===== src/rtl/scan_test_sequencer.sv =====
// -----------------------------------------------------------------------------
// scan_test_sequencer
//
// Sequences full-scan test of one scan-inserted core. Each vector goes through
// one serial scan-in, one functional capture and one serial scan-out. The
// response is then compared with the expected values, and a pass/fail strobe
// is issued. A saturating fail counter covers the whole session.
//
// Ports
//   CK         clock shared with the core
//   RST        synchronous reset, active-high
//   START      begin a session (only honoured while idle)
//   VEC_VALID  vector offered by the source
//   VEC_READY  sequencer will take the offered vector on this edge
//   VEC_LAST   offered vector closes the session
//   VEC_SI     scan-in data, bit k shifted in during shift-in cycle k
//   VEC_PI     primary input values applied for capture
//   EXP_SO     expected scan-out, bit k = SO in shift-out cycle k
//   EXP_PO     expected primary outputs at capture
//   SE         core scan enable
//   SI         core scan-in
//   PI         core primary inputs
//   CORE_CE    core clock enable
//   SO         core scan-out (combinational from the last chain flop)
//   PO         core primary outputs
//   RES_VALID  one-cycle result strobe
//   RES_FAIL   vector mismatched, qualified by RES_VALID
//   FAIL_CNT   failing vectors this session, saturating
//   BUSY       high in every state except IDLE
//   DONE       one-cycle end-of-session pulse
//
// All outputs come straight from flops. Each output flop is loaded with the
// value that the *next* state needs, so the core sees SE/SI/CORE_CE aligned
// with the state it is in.
// -----------------------------------------------------------------------------
module scan_test_sequencer #(
    parameter int CHAIN_LEN = 3,
    parameter int PI_WIDTH  = 4,
    parameter int PO_WIDTH  = 1,
    parameter int CNT_WIDTH = 8
) (
    input  logic                 CK,
    input  logic                 RST,
    input  logic                 START,
    input  logic                 VEC_VALID,
    output logic                 VEC_READY,
    input  logic                 VEC_LAST,
    input  logic [CHAIN_LEN-1:0] VEC_SI,
    input  logic [PI_WIDTH-1:0]  VEC_PI,
    input  logic [CHAIN_LEN-1:0] EXP_SO,
    input  logic [PO_WIDTH-1:0]  EXP_PO,
    output logic                 SE,
    output logic                 SI,
    output logic [PI_WIDTH-1:0]  PI,
    output logic                 CORE_CE,
    input  logic                 SO,
    input  logic [PO_WIDTH-1:0]  PO,
    output logic                 RES_VALID,
    output logic                 RES_FAIL,
    output logic [CNT_WIDTH-1:0] FAIL_CNT,
    output logic                 BUSY,
    output logic                 DONE
);

    // Bit counter is wide enough to index every chain position (min 1 bit).
    localparam int CW = (CHAIN_LEN > 1) ? $clog2(CHAIN_LEN) : 1;
    localparam logic [CW-1:0] LAST_IDX = CW'(CHAIN_LEN - 1);

    localparam logic [2:0] ST_IDLE      = 3'd0;
    localparam logic [2:0] ST_LOAD      = 3'd1;
    localparam logic [2:0] ST_SHIFT_IN  = 3'd2;
    localparam logic [2:0] ST_CAPTURE   = 3'd3;
    localparam logic [2:0] ST_SHIFT_OUT = 3'd4;
    localparam logic [2:0] ST_RESULT    = 3'd5;

    // Saturating increment: the counter sticks at all-ones rather than wrap.
    function automatic logic [CNT_WIDTH-1:0] sat_inc(input logic [CNT_WIDTH-1:0] v);
        logic [CNT_WIDTH-1:0] r;
        if (v == {CNT_WIDTH{1'b1}}) begin
            r = v;
        end else begin
            r = v + CNT_WIDTH'(1);
        end
        return r;
    endfunction

    // Vector verdict: any scan-out bit or any captured PO differing fails it.
    function automatic logic vec_mismatch(
        input logic [CHAIN_LEN-1:0] resp,
        input logic [CHAIN_LEN-1:0] exp_so,
        input logic [PO_WIDTH-1:0]  po,
        input logic [PO_WIDTH-1:0]  exp_po
    );
        return (resp != exp_so) || (po != exp_po);
    endfunction

    // Control state
    logic [2:0]           state_q,     state_d;
    logic [CW-1:0]        bit_cnt_q,   bit_cnt_d;

    // Latched vector and collected response
    logic [CHAIN_LEN-1:0] si_sh_q,     si_sh_d;
    logic [CHAIN_LEN-1:0] exp_so_q,    exp_so_d;
    logic [PO_WIDTH-1:0]  exp_po_q,    exp_po_d;
    logic                 last_q,      last_d;
    logic [PO_WIDTH-1:0]  po_q,        po_d;
    logic [CHAIN_LEN-1:0] resp_q,      resp_d;

    // Output flops
    logic                 se_q,        se_d;
    logic                 si_q,        si_d;
    logic [PI_WIDTH-1:0]  pi_q,        pi_d;
    logic                 ce_q,        ce_d;
    logic                 ready_q,     ready_d;
    logic                 res_valid_q, res_valid_d;
    logic                 res_fail_q,  res_fail_d;
    logic [CNT_WIDTH-1:0] fail_cnt_q,  fail_cnt_d;
    logic                 busy_q,      busy_d;
    logic                 done_q,      done_d;

    // Next-state and next-output computation for the sequencing FSM.
    always_comb begin
        state_d     = state_q;
        bit_cnt_d   = bit_cnt_q;
        si_sh_d     = si_sh_q;
        exp_so_d    = exp_so_q;
        exp_po_d    = exp_po_q;
        last_d      = last_q;
        po_d        = po_q;
        resp_d      = resp_q;
        se_d        = se_q;
        si_d        = si_q;
        pi_d        = pi_q;
        ce_d        = ce_q;
        ready_d     = ready_q;
        res_valid_d = 1'b0;
        res_fail_d  = 1'b0;
        fail_cnt_d  = fail_cnt_q;
        done_d      = 1'b0;

        case (state_q)
            ST_IDLE: begin
                se_d = 1'b0;
                si_d = 1'b0;
                ce_d = 1'b0;
                if (START) begin
                    state_d    = ST_LOAD;
                    ready_d    = 1'b1;
                    fail_cnt_d = {CNT_WIDTH{1'b0}};
                end else begin
                    ready_d = 1'b0;
                end
            end

            ST_LOAD: begin
                if (VEC_VALID && ready_q) begin
                    // Bit 0 goes out on the first shift-in cycle; the rest
                    // are queued in si_sh and shifted down one per cycle.
                    state_d   = ST_SHIFT_IN;
                    bit_cnt_d = {CW{1'b0}};
                    si_sh_d   = VEC_SI >> 1;
                    exp_so_d  = EXP_SO;
                    exp_po_d  = EXP_PO;
                    last_d    = VEC_LAST;
                    pi_d      = VEC_PI;
                    si_d      = VEC_SI[0];
                    se_d      = 1'b1;
                    ce_d      = 1'b1;
                    ready_d   = 1'b0;
                end else begin
                    ready_d = 1'b1;
                end
            end

            ST_SHIFT_IN: begin
                if (bit_cnt_q == LAST_IDX) begin
                    state_d   = ST_CAPTURE;
                    bit_cnt_d = {CW{1'b0}};
                    se_d      = 1'b0;
                    si_d      = 1'b0;
                end else begin
                    bit_cnt_d = bit_cnt_q + CW'(1);
                    si_d      = si_sh_q[0];
                    si_sh_d   = si_sh_q >> 1;
                end
            end

            ST_CAPTURE: begin
                // PO reflects the scanned-in state before the capture edge.
                po_d      = PO;
                state_d   = ST_SHIFT_OUT;
                bit_cnt_d = {CW{1'b0}};
                se_d      = 1'b1;
                si_d      = 1'b0;
                ce_d      = 1'b1;
            end

            ST_SHIFT_OUT: begin
                // SO is sampled before the core shifts, so resp[0] holds the
                // last chain flop.
                resp_d[bit_cnt_q] = SO;
                if (bit_cnt_q == LAST_IDX) begin
                    state_d     = ST_RESULT;
                    bit_cnt_d   = {CW{1'b0}};
                    se_d        = 1'b0;
                    ce_d        = 1'b0;
                    res_valid_d = 1'b1;
                    res_fail_d  = vec_mismatch(resp_d, exp_so_q, po_q, exp_po_q);
                    done_d      = last_q;
                    if (res_fail_d) begin
                        fail_cnt_d = sat_inc(fail_cnt_q);
                    end else begin
                        fail_cnt_d = fail_cnt_q;
                    end
                end else begin
                    bit_cnt_d = bit_cnt_q + CW'(1);
                end
            end

            ST_RESULT: begin
                se_d = 1'b0;
                si_d = 1'b0;
                ce_d = 1'b0;
                if (last_q) begin
                    state_d = ST_IDLE;
                    ready_d = 1'b0;
                end else begin
                    state_d = ST_LOAD;
                    ready_d = 1'b1;
                end
            end

            default: begin
                // Unreachable encoding: park safely with the core frozen.
                state_d   = ST_IDLE;
                bit_cnt_d = {CW{1'b0}};
                se_d      = 1'b0;
                si_d      = 1'b0;
                ce_d      = 1'b0;
                ready_d   = 1'b0;
            end
        endcase

        busy_d = (state_d != ST_IDLE);
    end

    // State and output registers; RST drops any in-flight vector silently.
    always_ff @(posedge CK) begin
        if (RST) begin
            state_q     <= ST_IDLE;
            bit_cnt_q   <= {CW{1'b0}};
            si_sh_q     <= {CHAIN_LEN{1'b0}};
            exp_so_q    <= {CHAIN_LEN{1'b0}};
            exp_po_q    <= {PO_WIDTH{1'b0}};
            last_q      <= 1'b0;
            po_q        <= {PO_WIDTH{1'b0}};
            resp_q      <= {CHAIN_LEN{1'b0}};
            se_q        <= 1'b0;
            si_q        <= 1'b0;
            pi_q        <= {PI_WIDTH{1'b0}};
            ce_q        <= 1'b0;
            ready_q     <= 1'b0;
            res_valid_q <= 1'b0;
            res_fail_q  <= 1'b0;
            fail_cnt_q  <= {CNT_WIDTH{1'b0}};
            busy_q      <= 1'b0;
            done_q      <= 1'b0;
        end else begin
            state_q     <= state_d;
            bit_cnt_q   <= bit_cnt_d;
            si_sh_q     <= si_sh_d;
            exp_so_q    <= exp_so_d;
            exp_po_q    <= exp_po_d;
            last_q      <= last_d;
            po_q        <= po_d;
            resp_q      <= resp_d;
            se_q        <= se_d;
            si_q        <= si_d;
            pi_q        <= pi_d;
            ce_q        <= ce_d;
            ready_q     <= ready_d;
            res_valid_q <= res_valid_d;
            res_fail_q  <= res_fail_d;
            fail_cnt_q  <= fail_cnt_d;
            busy_q      <= busy_d;
            done_q      <= done_d;
        end
    end

    assign VEC_READY = ready_q;
    assign SE        = se_q;
    assign SI        = si_q;
    assign PI        = pi_q;
    assign CORE_CE   = ce_q;
    assign RES_VALID = res_valid_q;
    assign RES_FAIL  = res_fail_q;
    assign FAIL_CNT  = fail_cnt_q;
    assign BUSY      = busy_q;
    assign DONE      = done_q;

endmodule


===== config.mk =====
export PLATFORM = sky130hd
export DESIGN_NAME = scan_test_sequencer
export DESIGN_NICKNAME = d
export VERILOG_FILES = /design/src/rtl/scan_test_sequencer.sv
export SDC_FILE = /design/constraint.sdc
export NUM_CORES = 1
export LEC_CHECK = 0
export BUFFER_PORTS_ARGS = -buffer_cell sky130_fd_sc_hd__buf_4
export CAP_MARGIN = 10
export CORE_UTILIZATION = 50
export DETAILED_ROUTE_END_ITERATION = 12
export PLACE_DENSITY = 0.72
export SYNTH_ARGS = -nofsm -noshare
export SYNTH_HDL_FRONTEND = slang
export SYNTH_SLANG_ARGS = --single-unit

===== constraint.sdc =====
create_clock -name CK -period 2.5 [get_ports CK]
set_input_delay 0.75 -clock CK [delete_from_list [all_inputs] [get_ports CK]]
set_output_delay 0.75 -clock CK [all_outputs]
set_load 0.05 [all_outputs]

---- Word-level counts from Yosys, hierarchy flattened ----
Cells that the tools add are included.
storage, ports and cells
  register bits ........................... 37
  output and inout port bits .............. 20
  logic and storage cells ................. 93
cells by class
  add/sub/neg operators ................... 2
  magnitude comparators ................... 2
  equality and inequality tests ........... 16
  multiplexer cells ....................... 32
  bitwise logic cells ..................... 4
  reductions and logical operators ........ 19
operators by type and width
  operator             count
  $mux 8               4
  $mux 3               6
  $pmux 3 s6           1
  $pmux 8 s2           1
  $ne 2x2->1 const B   6
  $mux 1               10
  $add 8x1->8 const B  1
  $eq 8x8->1 const B   1
  $pmux 1 s4           2
  $reduce_and 2->1     4
  $eq 3x2->1 const B   2
  $eq 3x3->1 const B   2
  $pmux 1 s3           2
  $pmux 2 s3           1
  $pmux 3 s2           1
  $reduce_and 3->1     2
  $reduce_or 2->1      3
  $reduce_or 3->1      2
  $reduce_and 5->1     1
  $mux 2               2
  $not 1->1            4
  $reduce_bool 2->1    2
  $bwmux 3             1
  $eq 3x1->1 const B   1
  12 further kinds     13

---- Longest topological paths before layout ----
Gate-level depths: netlist of the first run.
  word-level depth ........................ 10
  gate-level depth with buffers ........... 7
  mapped depth without buffers ............ 6

---- Worst setup path after synthesis of the first run ----
Ideal clock, no wire load.
  kind .................................... input port to flip-flop
  from .................................... in SO
  to ...................................... reg fail_cnt_q[6] (netlist: FAIL_CNT[6])
  data arrival time ....................... 2111 ps
  slack ................................... 270 ps
  stages .................................. 6
  path through ............................ or3_4 > and3_4 > o211ai_4 > nor2_4 > o311a_1 > a211o_1
on the way
  word-level cells in the longest chain between the ends .. 5
RTL lines
  what                               RTL line  source
  start: declaration                 56        input logic SO,
  $bwmux 3                           201       resp_d[bit_cnt_q] = SO;
  $ne 3x3->1                         94        return (resp != exp_so) || (po != exp_po);
  $logic_or 1x1->1                   94
  $ne 2x2->1 (no source line)        --
  $reduce_and 5->1 (no source line)  --
  end signal: assignment             265       fail_cnt_q <= {CNT_WIDTH{1'b0}};
  end signal: assignment             284       fail_cnt_q <= fail_cnt_d;
  end: declaration                   117       logic [CNT_WIDTH-1:0] fail_cnt_q, fail_cnt_d;
No other way between the ends.
A chain may end at the register's enable or synchronous reset.

---- Worst setup path after layout of the first run ----
  from .................................... reg bit_cnt_q[1]
  to ...................................... reg fail_cnt_q[3] (netlist: FAIL_CNT[3])
on the way
  word-level cells in the longest chain between the ends .. 9
RTL lines
  what                                                            RTL line  source
  start: declaration                                              99        logic [CW-1:0] bit_cnt_q, bit_cnt_d;
  start signal: assignment                                        251       bit_cnt_q <= {CW{1'b0}};
  start signal: assignment                                        270       bit_cnt_q <= bit_cnt_d;
  $lt 2x3->1 (not written as such) or $ge 2x1->1 (tied branches)  201
  $logic_and 1x1->1 (not written as such)                         201
  $mux 1 (not written as such)                                    201
  $demux 1 s2                                                     201
  $bwmux 3                                                        201
  $ne 3x3->1                                                      94
  $logic_or 1x1->1                                                94
  $ne 2x2->1 (no source line)                                     --
  $reduce_and 5->1 (no source line) (*)                           --
Every way passes the cells marked *; elsewhere a longest branch is shown, timed or not.

==> results of run 1 <==
==> power breakdown <==
part / switching (uW) / internal [uW] / total, uW
Clock: 175 / 93.9 / 269
Combinational: 100 / 70.7 / 171
Sequential: 16.2 / 587 / 603
Total: 292 / 752 / 1040
==> per-layer routing <==
layer | wire length, um | global-route usage, % | vias up
met3 | 254 | 7.45 | 5
met2 | 1750 | 34.5 | 54
met5 | 0 | 0 | -
met1 | 2030 | 32.7 | 797
met4 | 50 | 7.30 | 0
li1 | - | - | 880
==> logic make-up (layout without fill, tap and decap cells) <==
group | count (synthesis) | after routing
AO/OA/AOI/OAI | 56 | 56
XOR/XNOR | 1 | 1
adder cells (fa/ha/maj) | 1 | 1
buffers and inverters | 17 | 56
flip-flops | 36 | 36
multiplexers | 4 | 4
AND/OR/NAND/NOR | 113 | 113
==> area by class of cell <==
class,count,share of cell area [%]
clock buffers,5,1.72
inverters,6,1.03
multi-input cells,175,46.0
flip-flops and latches,36,33.1
well taps,46,2.64
repair buffers,45,15.5
==> cell usage in the layout (no fill, tap or decap), types with 5 or more instances in the layout <==
cell	count
a21oi_1	28
buf_4	45
clkbuf_4	5
dfxtp_1	36
inv_1	6
nand2_1	37
nand2b_1	6
nand3_1	11
nor2_1	20
o21ai_0	7
==> worst reg2reg max path: stages, from the launching register on <==
cell and delay (ns):
dfxtp_1 0.54, and2b_1 0.27, o211a_1 0.21, or4_4 0.45, or2_2 0.34, nand3_1 0.09
mux2i_1 0.17
==> stage by stage <==
stage / hold WS (ns) / utilization, % / cell area [um2]
2_1_floorplan: 0.433 / - / 1800
3_3_place_gp: 0.443 / 63.1 / 2140
3_5_place_dp: 0.448 / 63.1 / 2140
4_1_cts: 0.462 / 64.2 / 2180
5_1_grt: 0.488 / 64.2 / 2180
6_report: 0.458 / 64.2 / 2180
==> flip-flops by register name (all words and copies together), names as in the netlist <==
signal / flops
BUSY: 1
CORE_CE: 1
DONE: 1
FAIL_CNT: 8
PI: 4
RES_FAIL: 1
RES_VALID: 1
SE: 1
SI: 1
VEC_READY: 1
bit_cnt_q: 2
exp_po_q: 1
exp_so_q: 3
last_q: 1
po_q: 1
resp_q: 3
si_sh_q: 2
state_q: 3
==> final timing paths <==
kind / startpoint / endpoint / slack (ns) / cells after the start
max reg2reg: bit_cnt_q[1] / FAIL_CNT[3] / 0.38 / 6
min: PI[1] / PI[1] / 0.46 / 2
min reg2reg: PI[1] / PI[1] / 0.46 / 2
max: bit_cnt_q[1] / FAIL_CNT[3] / 0.38 / 6
==> flow_summary.json, run 1 <==
{
  "regArea_um2": 721,
  "final_layout_size_suffix_gt1_share_pct": 21.7,
  "path_clk_slew_ns": 0.09,
  "timing_max_transition_violations_final": 0,
  "critical_path.top_delay_family": "simple AND/OR/NAND/NOR gates",
  "synth.area.top_cells": "dfxtp_1, a21oi_1, nand2_1",
  "cts_inserted_buffers": 5,
  "placedCellCount": 308,
  "fillcell_total": 297,
  "yosys_warnings": 0,
  "critPathMaxFanout": 12,
  "status": "finished clean",
  "post_cts_hold_buffer_count": 0,
  "critPathMaxStageDelay_ns": 0.54,
  "crit_path_top_delay_cell": "dfxtp_1",
  "htree_num_levels": 2,
  "syn-num-nets": 247,
  "setup.worst_path.class": "register to register",
  "cts_setup_buffers": 0,
  "routed_wl_mm": 4.08,
  "critical_path.n_buffers_inverters": 0,
  "synth_compound_area_share_pct": 19.7,
  "antenna_cells": 0,
  "detailed_route_vias_per_instance": 5.55,
  "worstPathArrival_ns": 2.39,
  "fin_total_pwr_uw": 1040,
  "synth_top_family_by_area": "simple AND/OR/NAND/NOR gates",
  "detail_route.first_pass.iterations": 5,
  "peak_supply_drop_mv": 0.304,
  "max_freq_mhz": 472,
  "grt.total_usage_pct": 23.5,
  "final_instance_count_without_filler_cells": 313,
  "synth-xor-area-share_pct": 0.486,
  "cellLeakagePower_uw": 0.000886,
  "cts_repair_resize_count": 0,
  "slew_headroom_pct": 60.2,
  "gr-total-overflow": 0,
  "setup.worst_path.end_class": "register",
  "required_ns": 2.77,
  "period_needed_ns": 2.12,
  "synth_top_cell_area_share_pct": 40.0,
  "worst_skew_pair.late_latency_ns": 0.34,
  "crit_path_start_kind": "register",
  "detailedRoute.firstIterationViolations": 116,
  "die_height_um": 62.0,
  "fp.coreArea_um2": 3390,
  "routed-via-count": 1736,
  "finClkSkew_ns": 0.00755,
  "synth.largest_area_cell": "dfxtp_1",
  "yosysUniqueCellTypes": 46,
  "wire_length_of_the_first_global_routing_pass_mm": 6.45,
  "setup_viol_count_final": 0,
  "post-route-drc-count": 0,
  "timing.critical_path.cells": "and2b_1, o211a_1, or4_4, or2_2, nand3_1, mux2i_1",
  "power.density_nw_per_um2": 479,
  "die_width_um": 62.0,
  "grt_setup_unrepaired": "no",
  "cts_buffer_depth": 2,
  "preCtsSetupSlack_ns": 0.0618,
  "asyncSetResetFlopFracSynth_pct": 0,
  "tightest_slew_ns": 0.595,
  "first_global_vias": 1365,
  "register_bit_total_from_synthesis": 36,
  "flow.area_growth_from_synthesis_pct": 20.9,
  "number_of_enable_flip_flop_cells_after_synthesis": 0,
  "final.period_utilization_pct": 84.8,
  "placement.io_buffers": 37,
  "place_hpwl_mm": 2.85,
  "synthTopCellsByCount": "nand2_1, dfxtp_1, a21oi_1, nor2_1, nand3_1",
  "die_area_um2": 3840,
  "hold_class": "register to register",
  "yosys.area_share.simple_pct": 32.5,
  "yosys.area_share.adder_pct": 0.695,
  "clock_tree_from_tritoncts": "done",
  "multi_input_gate_area_in_the_final_layout_um2": 1000,
  "cts.sinks": 36,
  "post_synth_inst_count": 228,
  "io_pins": 38,
  "gpl_congestion": 0.875,
  "fin_nets": 288,
  "initial_core_util_pct": 53.1,
  "antenna_violations_before_repair": 0,
  "postSynthAreaPerCell_um2": 7.90,
  "wl_per_cell_um": 13.0,
  "synth.most_common_cell": "nand2_1",
  "synth_sequential_area_ratio_pct": 40.0,
  "setup_slack_ns": 0.380,
  "standard_cell_rows": 21,
  "timing.final.hold_violations": 0,
  "grt_max_degree": 34,
  "detail-route-antenna-nets": 0,
  "synth_flop_cell": "dfxtp_1",
  "post_synth_mux_area_share_pct": 2.22,
  "cts-root-buf": "clkbuf_4",
  "maxCapViolCount": 0,
  "syn-cell-area_um2": 1800,
  "setup-tns-final_ns": 0
}
(Power assumes the default switching activity.)
==> run 2: changes to the inputs <==
Clock period 2.5 ns to 2.2 ns, I/O delays scaled along.
==> run 2 against run 1 <==
  * Setup slack worse by 0.22 ns
  * Sequential share of layout area down 0.98 points
  * Clock power up 41%
  * Fmax up 4.2%
  * Routed wire length up 5.3%
  * Worst hold slack better by 0.0026 ns
  * Global-route usage up 1.3 points
  * Critical path type unchanged
  * Critical endpoint is now FAIL_CNT[6]
==> flow_summary.json, run 2 (synthesis results as in run 1) <==
{
  "peak_supply_drop_mv": 0.438,
  "detailedRoute.firstIterationViolations": 107,
  "cts_setup_buffers": 0,
  "switching_power_uw": 364,
  "initial_core_util_pct": 53.1,
  "flow.area_growth_from_synthesis_pct": 24.8,
  "worstPathArrival_ns": 2.29,
  "detail_route.first_pass.iterations": 4,
  "grt_setup_unrepaired": "no",
  "cts-root-buf": "clkbuf_4",
  "power.share.combinational_pct": 16.3,
  "critical_path.top_delay_family": "compound AO/OA/AOI/OAI gates",
  "p_int_uw": 907,
  "final_core_area_utilization_pct": 66.3,
  "antenna_violations_before_repair": 0,
  "crit_path_start_kind": "register",
  "timing.critical_path.cells": "or3_4, and3_4, o211ai_4, nor2_4, o311a_1, a211o_1",
  "post-route-drc-count": 0,
  "grt.total_usage_pct": 24.8,
  "setup.worst_path.class": "register to register",
  "largest_register_ff_count": 8,
  "worst_skew_pair.late_latency_ns": 0.35,
  "setup.worst_path.end_class": "register",
  "post_cts_hold_buffer_count": 0,
  "fp.coreArea_um2": 3390,
  "placement.io_buffers": 37,
  "required_ns": 2.45,
  "max_freq_mhz": 491,
  "detail-route-antenna-nets": 0,
  "wl_per_cell_um": 13.3,
  "cellLeakagePower_uw": 0.000934,
  "power_share_of_the_sequential_group_pct": 53.8,
  "finClkSkew_ns": 0.00873,
  "cts_inserted_buffers": 5,
  "maxCapViolCount": 0,
  "regArea_um2": 722,
  "netSwitchingFraction_pct": 28.6,
  "standard_cell_rows": 21,
  "tightest_slew_ns": 0.391,
  "wire_length_of_the_first_global_routing_pass_mm": 6.90,
  "cts.sinks": 36,
  "crit_path_top_delay_cell": "dfxtp_1",
  "gr-total-overflow": 0,
  "setup-tns-final_ns": 0,
  "routed_wl_mm": 4.30,
  "timing.final.hold_violations": 0,
  "period_needed_ns": 2.04,
  "antenna_cells": 0,
  "final_cell_mix": "buf_4, nand2_1, dfxtp_1",
  "path_clk_slew_ns": 0.11,
  "die_width_um": 62.0,
  "hold_class": "register to register",
  "status": "finished clean",
  "gpl_congestion": 0.877,
  "power.density_nw_per_um2": 565,
  "timing_max_transition_violations_final": 0,
  "die_area_um2": 3840,
  "multi_input_gate_area_in_the_final_layout_um2": 1000,
  "htree_num_levels": 2,
  "clock_tree_from_tritoncts": "done",
  "io_pins": 38,
  "slew_headroom_pct": 73.9,
  "cts_buffer_depth": 2,
  "routed-via-count": 1779,
  "fillcell_total": 314,
  "critical_path.n_buffers_inverters": 0,
  "layout_commonest_cell": "buf_4",
  "fin_nets": 294,
  "clock_power_share_pct": 29.9,
  "critPathMaxFanout": 13,
  "first_global_vias": 1539,
  "setup_viol_count_final": 0,
  "final.period_utilization_pct": 92.5,
  "detailed_route_vias_per_instance": 5.52,
  "die_height_um": 62.0,
  "fin_total_pwr_uw": 1270,
  "final_layout_size_suffix_gt1_share_pct": 24.6,
  "critPathMaxStageDelay_ns": 0.44,
  "place_hpwl_mm": 3.03,
  "grt_max_degree": 34
}
## run 2: metal layers
layer | routed length, um | part of all wire [%] | GRT usage, % | vias up
met1 | 2060 | 48 | 33.3 | 826
met2 | 2000 | 47 | 38.6 | 43
met3 | 180 | 4.2 | 6.21 | 6
met5 | 0 | 0 | 0 | -
met4 | 57 | 1.3 | 8.57 | 0
li1 | - | - | - | 904
## run 2: cell type report
cell class	count	share of cell area, %
clock inverters	2	0.445
repair buffers	51	17.0
multi-input cells	175	44.5
well taps	46	2.56
flip-flops and latches	36	32.1
inverters	6	1.00
clock buffers	6	2.28
## run 2: path summary, 6_finish.rpt
| kind | startpoint | to | slack, ns | cells past startpoint |
|---|---|---|---|---|
| min reg2reg | PI[1] | PI[1] | 0.46 | 2 |
| max | bit_cnt_q[0] | FAIL_CNT[6] | 0.16 | 6 |
| min | PI[1] | PI[1] | 0.46 | 2 |
| max reg2reg | bit_cnt_q[0] | FAIL_CNT[6] | 0.16 | 6 |
## run 2: timing repair
item / 4_1_cts / 5_1_grt
setup endpoints to repair: 0 / 4
endpoints found under the hold margin: 0 / 0
resized for setup: 0 / 2
## run 2: worst min-delay path, cell delays in order, from the launching register on
cell,delay [ns]
dfxtp_1,0.33
nand2_1,0.05
a21oi_1,0.05
## run 2: through the flow
| step | instance area, um2 | hold WS (ns) | setup WS (ns) | cells |
|---|---|---|---|---|
| after CTS | 2250 | 0.463 | 0.0678 | 322 |
| after global routing | 2250 | 0.492 | 0.00577 | 322 |
| after global placement | 2180 | 0.442 | -0.116 | 314 |
| final | 2250 | 0.460 | 0.164 | 322 |
| after detailed placement | 2180 | 0.447 | -0.140 | 314 |
| after floorplan | 1800 | 0.433 | 0.0597 | 228 |
## run 2: power by group through the flow
stage          registers (uW)  logic (uW)  clock network [uW]
2_1_floorplan             724         102                   0
3_3_place_gp              697         204                   0
4_1_cts                   683         207                 385
6_report                  684         207                 380
5_1_grt                   686         225                 421
3_5_place_dp              697         205                   0
